**src/rtl/fifo_pkg.sv**
```systemverilog
// Shared definitions for the synchronous FIFO family: default sizing,
// depth derivation and elaboration-time parameter legality.
package fifo_pkg;

    localparam int DEF_DATA_WIDTH       = 16;
    localparam int DEF_ADDR_WIDTH       = 4;
    localparam int DEF_ALMOST_FULL_LVL  = 12;
    localparam int DEF_ALMOST_EMPTY_LVL = 2;

    // Number of words addressed by a pointer of the given width.
    function automatic int fifo_depth(input int addr_width);
        return 32'sd1 <<< addr_width;
    endfunction

    // Almost-full must lie in 1..DEPTH, almost-empty in 0..DEPTH-1.
    function automatic bit fifo_params_legal(input int addr_width,
                                             input int almost_full_lvl,
                                             input int almost_empty_lvl);
        int depth;
        depth = fifo_depth(addr_width);
        return (addr_width >= 32'sd1) &&
               (almost_full_lvl >= 32'sd1) && (almost_full_lvl <= depth) &&
               (almost_empty_lvl >= 32'sd0) && (almost_empty_lvl <= depth - 32'sd1);
    endfunction

endpackage

```
**src/rtl/fifo_dual_addr_ram.sv**
```systemverilog
// Register-file RAM with independent write and read addresses. The read
// port is registered; when both ports hit the same address on one edge the
// read returns the word stored before that edge.
module fifo_dual_addr_ram
    import fifo_pkg::*;
#(
    parameter int DATA_WIDTH = DEF_DATA_WIDTH,
    parameter int ADDR_WIDTH = DEF_ADDR_WIDTH
) (
    input  logic                  Clock,
    input  logic                  Reset,
    input  logic                  wr_en,
    input  logic [ADDR_WIDTH-1:0] wr_addr,
    input  logic [DATA_WIDTH-1:0] wr_data,
    input  logic                  rd_en,
    input  logic [ADDR_WIDTH-1:0] rd_addr,
    output logic [DATA_WIDTH-1:0] rd_data
);

    localparam int DEPTH_C = fifo_depth(ADDR_WIDTH);

    logic [DATA_WIDTH-1:0] mem_r [DEPTH_C];
    logic [DATA_WIDTH-1:0] rd_data_r;

    // Storage array write; contents are intentionally left unreset.
    always_ff @(posedge Clock) begin
        if (wr_en) begin
            mem_r[wr_addr] <= wr_data;
        end
    end

    // Registered read; holds its value when no read is enabled.
    always_ff @(posedge Clock or negedge Reset) begin
        if (!Reset) begin
            rd_data_r <= '0;
        end else if (rd_en) begin
            rd_data_r <= mem_r[rd_addr];
        end
    end

    assign rd_data = rd_data_r;

endmodule

```
**src/rtl/sync_fifo_ram.sv**
```systemverilog
// Single-clock FIFO: pointer, occupancy and flag logic around a
// dual-address RAM. Sticky overflow/underflow, synchronous flush and a
// one-cycle read-valid strobe.
module sync_fifo_ram
    import fifo_pkg::*;
#(
    parameter int DATA_WIDTH       = DEF_DATA_WIDTH,
    parameter int ADDR_WIDTH       = DEF_ADDR_WIDTH,
    parameter int ALMOST_FULL_LVL  = DEF_ALMOST_FULL_LVL,
    parameter int ALMOST_EMPTY_LVL = DEF_ALMOST_EMPTY_LVL
) (
    input  logic                  Clock,
    input  logic                  Reset,
    input  logic                  iClear,
    input  logic                  iWriteEnable,
    input  logic [DATA_WIDTH-1:0] iDataIn,
    input  logic                  iReadEnable,
    output logic [DATA_WIDTH-1:0] oDataOut,
    output logic                  oDataValid,
    output logic                  oFull,
    output logic                  oEmpty,
    output logic                  oAlmostFull,
    output logic                  oAlmostEmpty,
    output logic [ADDR_WIDTH:0]   oCount,
    output logic                  oOverflow,
    output logic                  oUnderflow
);

    localparam int DEPTH_C = fifo_depth(ADDR_WIDTH);

    localparam logic [ADDR_WIDTH:0]   DEPTH_CNT_C = (ADDR_WIDTH+1)'(DEPTH_C);
    localparam logic [ADDR_WIDTH:0]   AF_CNT_C    = (ADDR_WIDTH+1)'(ALMOST_FULL_LVL);
    localparam logic [ADDR_WIDTH:0]   AE_CNT_C    = (ADDR_WIDTH+1)'(ALMOST_EMPTY_LVL);
    localparam logic [ADDR_WIDTH:0]   CNT_STEP_C  = (ADDR_WIDTH+1)'(1'b1);
    localparam logic [ADDR_WIDTH-1:0] PTR_STEP_C  = (ADDR_WIDTH)'(1'b1);

    if (!fifo_params_legal(ADDR_WIDTH, ALMOST_FULL_LVL, ALMOST_EMPTY_LVL)) begin : g_bad_params
        $error("sync_fifo_ram: almost-full/almost-empty level out of range");
    end

    logic [ADDR_WIDTH-1:0] wr_ptr_r, wr_ptr_n_s;
    logic [ADDR_WIDTH-1:0] rd_ptr_r, rd_ptr_n_s;
    logic [ADDR_WIDTH:0]   count_r,  count_n_s;
    logic                  valid_r,  valid_n_s;
    logic                  ovf_r,    ovf_n_s;
    logic                  udf_r,    udf_n_s;

    logic full_s;
    logic empty_s;
    logic rd_accept_s;
    logic wr_accept_s;
    logic rd_take_s;
    logic wr_take_s;

    assign full_s      = (count_r == DEPTH_CNT_C);
    assign empty_s     = (count_r == '0);
    assign rd_accept_s = iReadEnable & ~empty_s;
    // A full FIFO still takes a write when the same edge frees a slot.
    assign wr_accept_s = iWriteEnable & (~full_s | rd_accept_s);
    // Flush overrides any same-cycle traffic.
    assign rd_take_s   = rd_accept_s & ~iClear;
    assign wr_take_s   = wr_accept_s & ~iClear;

    // Next-state for pointers, occupancy, read strobe and sticky errors.
    always_comb begin
        wr_ptr_n_s = wr_ptr_r;
        rd_ptr_n_s = rd_ptr_r;
        count_n_s  = count_r;
        valid_n_s  = 1'b0;
        ovf_n_s    = ovf_r;
        udf_n_s    = udf_r;
        if (iClear) begin
            wr_ptr_n_s = '0;
            rd_ptr_n_s = '0;
            count_n_s  = '0;
            valid_n_s  = 1'b0;
            ovf_n_s    = 1'b0;
            udf_n_s    = 1'b0;
        end else begin
            if (wr_take_s) begin
                wr_ptr_n_s = wr_ptr_r + PTR_STEP_C;
            end else begin
                wr_ptr_n_s = wr_ptr_r;
            end
            if (rd_take_s) begin
                rd_ptr_n_s = rd_ptr_r + PTR_STEP_C;
            end else begin
                rd_ptr_n_s = rd_ptr_r;
            end
            case ({wr_take_s, rd_take_s})
                2'b10:   count_n_s = count_r + CNT_STEP_C;
                2'b01:   count_n_s = count_r - CNT_STEP_C;
                default: count_n_s = count_r;
            endcase
            valid_n_s = rd_take_s;
            ovf_n_s   = ovf_r | (iWriteEnable & full_s & ~rd_accept_s);
            udf_n_s   = udf_r | (iReadEnable & empty_s);
        end
    end

    // Control state registers.
    always_ff @(posedge Clock or negedge Reset) begin
        if (!Reset) begin
            wr_ptr_r <= '0;
            rd_ptr_r <= '0;
            count_r  <= '0;
            valid_r  <= 1'b0;
            ovf_r    <= 1'b0;
            udf_r    <= 1'b0;
        end else begin
            wr_ptr_r <= wr_ptr_n_s;
            rd_ptr_r <= rd_ptr_n_s;
            count_r  <= count_n_s;
            valid_r  <= valid_n_s;
            ovf_r    <= ovf_n_s;
            udf_r    <= udf_n_s;
        end
    end

    fifo_dual_addr_ram #(
        .DATA_WIDTH (DATA_WIDTH),
        .ADDR_WIDTH (ADDR_WIDTH)
    ) u_ram (
        .Clock   (Clock),
        .Reset   (Reset),
        .wr_en   (wr_take_s),
        .wr_addr (wr_ptr_r),
        .wr_data (iDataIn),
        .rd_en   (rd_take_s),
        .rd_addr (rd_ptr_r),
        .rd_data (oDataOut)
    );

    assign oDataValid   = valid_r;
    assign oCount       = count_r;
    assign oFull        = full_s;
    assign oEmpty       = empty_s;
    assign oAlmostFull  = (count_r >= AF_CNT_C);
    assign oAlmostEmpty = (count_r <= AE_CNT_C);
    assign oOverflow    = ovf_r;
    assign oUnderflow   = udf_r;

endmodule

```
**config.mk**
```make
export PLATFORM = sky130hd
export DESIGN_NAME = sync_fifo_ram
export DESIGN_NICKNAME = d
export VERILOG_FILES = /design/src/rtl/fifo_pkg.sv /design/src/rtl/fifo_dual_addr_ram.sv /design/src/rtl/sync_fifo_ram.sv
export SDC_FILE = /design/constraint.sdc
export NUM_CORES = 1
export LEC_CHECK = 0
export CORE_ASPECT_RATIO = 0.8
export CORE_MARGIN = 2
export CORE_UTILIZATION = 50
export DETAILED_ROUTE_END_ITERATION = 16
export PLACE_DENSITY = 0.7
export REMOVE_ABC_BUFFERS = 1
export SYNTH_ARGS = -nofsm -noshare
export SYNTH_HDL_FRONTEND = slang
export SYNTH_HIERARCHICAL = 1
export SYNTH_SLANG_ARGS = --single-unit
export TNS_END_PERCENT = 20
```
**constraint.sdc**
```tcl
create_clock -name Clock -period 2.9 [get_ports Clock]
set_input_delay 0.58 -clock Clock [delete_from_list [all_inputs] [get_ports Clock]]
set_output_delay 0.58 -clock Clock [all_outputs]
set_load 0.02 [all_outputs]
```
* Word-level counts from Yosys, hierarchy flattened
Memories as Yosys holds them, arrays and structs flattened. A register that Yosys moved wholly into a read port is not among the register bits. Cells that the tools add are included.
Word-level totals: register bits after elaboration 16, RAM bits 256, input port bits 21, output and inout port bits 28, logic and storage cells 46, memories kept 1
Memory list:
- u_ram.mem_r | depth 16, bits a word 16, rd ports 1, clocked after Yosys merged registers in 1, wr ports 1, line fifo_dual_addr_ram.sv:22 | logic [DATA_WIDTH-1:0] mem_r [DEPTH_C];
Cells by class: add/sub/neg operators 4, $lt $le $gt $ge 2, equal/unequal tests 3, mux-type cells 11, bitwise gates (word level) 14, reductions and logical operators 5
Operator list (number):
- 4-bit 2-to-1 mux | 4
- 5-bit case mux with 2 select lines | 1
- 4-bit by 1-bit adder with 4-bit output (second input constant) | 2
- 1-bit bitwise AND | 7
- 5-bit by 1-bit adder with 5-bit output (second input constant) | 1
- 5-bit equality test (second input constant) | 1
- 5-bit by 4-bit greater-or-equal comparator with 1-bit output (second input constant) | 1
- 5-bit by 2-bit less-or-equal comparator with 1-bit output (second input constant) | 1
- 5-bit logical NOT | 1
- 1-bit 2-to-1 mux | 5
- 5-bit 2-to-1 mux | 1
- 5-bit by 1-bit subtractor with 5-bit output (second input constant) | 1
- 1-bit inverter | 4
- 2-bit nonzero test | 2
- 1-bit OR | 3
- 3-bit nonzero test | 1
- 2-bit by 1-bit equality test with 1-bit output (second input constant) | 1
- 2-bit equality test (second input constant) | 1
- 1-bit logical NOT | 1

* Logic depth before layout (Yosys ltp)
word-level depth 9, mapped depth 10, mapped depth without buffers 9

* By module
The synthesis kept the hierarchy.
By module, submodules not included:
- fifo_dual_addr_ram | instances 1, cells an instance 452, area an instance 10458.8 um^2, seq. area each 8087.8 um^2
- sync_fifo_ram | instances 1, cells an instance 106, area an instance 1026.0 um^2, seq. area each 400.4 um^2

* Least setup slack after synthesis
No wires, ideal clock.
path type input port to flip-flop, start point input port iReadEnable, end point memory u_ram/mem_r[0][0] in the netlist's numbering, enable pin, setup time 0.409 ns, arrival 2.995 ns, required time 2.491 ns, path slack -0.505 ns, stages 6, path buffers 1, cells stage by stage clkbuf_1 -> nand2b_1 -> o21ai_4 -> nor2_1 -> or3b_2 -> nor3_1
On the way: word-level cells in the longest chain between the ends 6
RTL lines:
- start, declared | line sync_fifo_ram.sv:17 | input logic iReadEnable,
- 1-bit bitwise AND | line sync_fifo_ram.sv:57 | assign rd_accept_s = iReadEnable & ~empty_s;
- 1-bit OR | line sync_fifo_ram.sv:59 | assign wr_accept_s = iWriteEnable & (~full_s | rd_accept_s);
- 1-bit bitwise AND | line sync_fifo_ram.sv:59
- 1-bit bitwise AND | line sync_fifo_ram.sv:62 | assign wr_take_s = wr_accept_s & ~iClear;
- via wr_take_s | line sync_fifo_ram.sv:53 | logic wr_take_s;
- 1-bit 2-to-1 mux | line fifo_dual_addr_ram.sv:27 | if (wr_en) begin
- 1-bit 2-to-1 mux (not written as such) | line fifo_dual_addr_ram.sv:28 | mem_r[wr_addr] <= wr_data;
- end, declared | line fifo_dual_addr_ram.sv:22
The timed path passes the listed nets, and every way through them passes these cells.

* Final worst setup path
start point register count_r[2] (netlist: oCount[2]), end point register count_r[4] (netlist: oCount[4])
On the way: elaborated cells between the ends (all ways) 16, classes of those cells add/sub (2); eq/ne (3); mux (2); bitwise (7); reduce/logical (2)
RTL lines:
- start, declared | line sync_fifo_ram.sv:43 | logic [ADDR_WIDTH:0] count_r, count_n_s;
- start signal, assigned | line sync_fifo_ram.sv:113 | count_r <= count_n_s;
- 5-bit logical NOT * | line sync_fifo_ram.sv:56 | assign empty_s = (count_r == '0);
- 1-bit inverter * | line sync_fifo_ram.sv:57
- 1-bit bitwise AND * | line sync_fifo_ram.sv:57
- 1-bit bitwise AND * | line sync_fifo_ram.sv:61 | assign rd_take_s = rd_accept_s & ~iClear;
- via rd_take_s | line sync_fifo_ram.sv:52 | logic rd_take_s;
- 2-bit by 1-bit equality test with 1-bit output or 2-bit equality test (tied branches) | line sync_fifo_ram.sv:90 | case ({wr_take_s, rd_take_s})
- 5-bit case mux with 2 select lines | line sync_fifo_ram.sv:90
- 5-bit 2-to-1 mux | line sync_fifo_ram.sv:72 | if (iClear) begin
Mark *: on every way through the listed nets, which the timed path passes. The rest lies on a longest branch. A chain may end at the register's enable or synchronous reset.

==> metrics.md <==
| Metric | Value |
|---|---|
| Run status | completed |
| Final core occ | 0.602 |
| CTS tree | yes |
| Avg Cell Area, Syn | 20.6 um2 |
| Core area | 22500 um2 |
| RSZ-0062 raised after global routing | no |
| Pwr per Cell Area | 757 nW/um2 |
| Multi-input logic area | 2790 um2 |
| GP Congestion | 0.848 |
| Crit-path max FO | 5 |
| Number of global-route vias before repair | 6038 |
| Register area | 8500 um2 |
| Chip width | 173 um |
| Comb power frac | 0.199 |
| CP max-delay cell | or4_4 |
| Share of cells above drive strength 1 | 0.284 |
| # DRC | 0 |
| Switching Share | 0.261 |
| Global-route wire length before repair | 36300 um |
| Yosys warns | 6 |
| Antenna violations before repair | 0 |
| Initial Util | 0.510 |
| Max Cap Violations | 0 |
| Clock Power Share | 0.321 |
| Pin count of the biggest net entering global routing | 39 |
| Clk_lat worst skew | 530 ps |
| Slew Viols, Final | 0 |
| Gate Count Post-Synth | 558 |
| CP arrival | 3230 ps |
| Max_slew headroom | 0.348 |
| Max Clock Freq | 359 MHz |
| Final min period | 2790 ps |
| Hold buffers post-CTS | 0 |
| Die height | 140 um |
| Post-synth EDFFs | 256 |
| Clock Sinks | 288 |
| Register area share after synthesis | 0.739 |
| Clock Skew | 11.3 ps |
| Drt total wl | 23500 um |
| Ys async rst share | 0.111 |
| Fin crit share | 0.961 |
| Num ports | 49 |
| Via density | 5.88 |
| H-Tree Depth | 1 |
| Clk root buf | clkbuf_16 |
| Lkg Pwr | 4.40 nW |
| Internal Power | 7.57 mW |
| Gr usage total | 0.198 |
| Endpoints failing setup | 0 |
| Seq pwr share | 0.480 |
| Worst hold margin | 70.2 ps |
| Max stage delay on crit path | 620 ps |
| Detailed Route Iter0 Violations | 499 |
| Cell area after synthesis | 11500 um2 |
| Switching pwr | 2.68 mW |
| Die area | 24200 um2 |
| Via Count | 5770 |
| WP data required | 3340 ps |
| Wire length per cell | 24.0 um |
| Clk slew on worst S/H paths | 60 ps |
| Post-route ant nets | 0 |
| Worst-Margin Slew | 978 ps |
| Rows | 49 |
| CP startpoint kind | flip-flop |
| Antenna diode count | 0 |
| GRT overflow | 0 |
| TritonCTS buffer count | 28 |
| Final Power | 10.2 mW |
| # fillers | 1598 |
| Buffers on Ports | 48 |
| Pre-antenna DRT Iters | 5 |
| FF+latch count, synth | 288 |
| Critical path capture point type | flip-flop |
| Post-synth cell types | 51 |
| DP Wirelength | 14700 um |
| Most used DFF post-synth | edfxtp_1 |
| Worst vdd ir | 539 uV |
| Crit Path Class | reg -> reg |
| Net count, final | 681 |
| Fin Setup TNS | 0 ps |
| Synthesis-to-layout area growth | 17.9% |
| CTS max path bufs | 3 |
| CP delay by family, top | simple AND/OR/NAND/NOR gates |
| WP buf/inv | 0 |
| Final Hold Fails | 0 |
| Min-delay worst type | in -> async |
| CP Cell Sequence | or4_4 -> o21ai_4 -> nor2_4 -> and2_2 -> ha_1 -> nor2_1 -> a21oi_1 -> or3_1 -> a41oi_1 |
path summary, 6_finish.rpt:
check,from,end,cells past startpoint,slack (ps)
worst min-delay path,Reset,u_ram/rd_data[1],1,70
max in group asynchronous,Reset,oCount[2],2,2180
min in group Clock,oOverflow,oOverflow,2,500
worst min register to register,oOverflow,oOverflow,2,500
worst max register to register,oCount[2],oCount[4],9,110
worst max-delay path,oCount[2],oCount[4],9,110
per-layer routing:
layer,wire length [um],GRT usage,vias up
li1,-,-,2505
met1,10200,0.284,3058
met2,11800,0.335,183
met5,0,0,-
met3,1250,0.0268,24
met4,298,0.0339,0
logic make-up (layout without fill, tap and decap cells):
group / after synthesis / in the layout / synth area share
AOI/OAI and AO/OA: 58 / 58 / 0.0464
and+or+nand+nor: 81 / 81 / 0.0334
adders and majority gates: 6 / 6 / 0.00719
DFF: 288 / 288 / 0.739
buffers and inverters: 36 / 153 / 0.0241
xor gates and xnor gates: 5 / 5 / 0.00381
muxes: 84 / 84 / 0.146
synthesized netlist by cell type (2+ instances only):
library cell,number,share of area
edfxtp_1,256,0.67
mux4_2,56,0.11
nor2_1,45,0.015
dfrtp_1,32,0.070
mux2i_1,19,0.017
o22ai_1,16,0.0087
a221oi_2,14,0.018
buf_2,9,0.0039
buf_6,8,0.0078
mux4_1,8,0.018
clkbuf_1,6,0.0020
nand2b_1,6,0.0033
nor3_1,6,0.0026
ha_1,5,0.0054
nand3_1,5,0.0022
xor2_1,5,0.0038
buf_12,4,0.0070
inv_1,4,0.0013
nand2_1,4,0.0013
o21a_1,4,0.0026
a211oi_1,3,0.0020
a21oi_1,3,0.0013
buf_1,3,0.00098
o211ai_1,3,0.0020
o21ai_0,3,0.0013
a221oi_1,2,0.0015
nand3b_1,2,0.0013
nor2b_1,2,0.0011
o21ai_4,2,0.0028
or2_2,2,0.0011
timing repair:
item                       in CTS  in global routing
pin swaps                       0                  2
setup buffers                   0                  5
setup endpoints to repair       2                  1
resized for setup               2                  2
flip-flops by register name (all words and copies together) (netlist names):
register / count
oUnderflow: 1
u_ram/mem_r: 256
oDataValid: 1
rd_ptr_r: 4
wr_ptr_r: 4
oCount: 5
u_ram/rd_data: 16
oOverflow: 1
power by group through the flow:
stage / sequential [mW] / clock, mW / combinational (mW)
2_1_floorplan: 5.19 / 0 / 0.958
3_3_place_gp: 5.00 / 0 / 1.91
3_5_place_dp: 5.01 / 0 / 1.96
4_1_cts: 4.93 / 3.35 / 1.95
5_1_grt: 4.95 / 3.52 / 2.18
6_report: 4.92 / 3.29 / 2.04
area by class of cell:
class / instances / area share
Sequential cell: 288 / 0.627
Timing Repair Buffer: 98 / 0.0756
Multi-Input combinational cell: 234 / 0.206
Tap cell: 306 / 0.0283
Clock buffer: 38 / 0.0568
Inverter: 4 / 0.00111
Clock inverter: 13 / 0.00480
cell usage in the layout, fill, tap and decap left out, types with 5 or more instances in the layout:
cell type and instances:
edfxtp_1 256, nor2_1 32, nand2b_1 6, clkdlybuf4s50_1 45
nand3_1 5, dfrtp_1 29, buf_12 14, clkbuf_16 29
clkinv_2 6, a221oi_2 14, o22ai_1 16, nor2_2 13
clkbuf_1 8, mux2i_1 19, buf_4 36, clkinv_1 5
mux4_2 56, xor2_1 5, mux4_1 8
through the flow:
| step | cells | setup slack [ps] | cell area, um2 |
|---|---|---|---|
| after floorplan | 526 | -927 | 11200 |
| after global placement | 925 | 149 | 12600 |
| after detailed placement | 925 | 64.0 | 12600 |
| after CTS | 976 | 101 | 13500 |
| after global routing | 981 | 0.465 | 13500 |
| final | 981 | 112 | 13500 |
(Power assumes the default switching activity.)
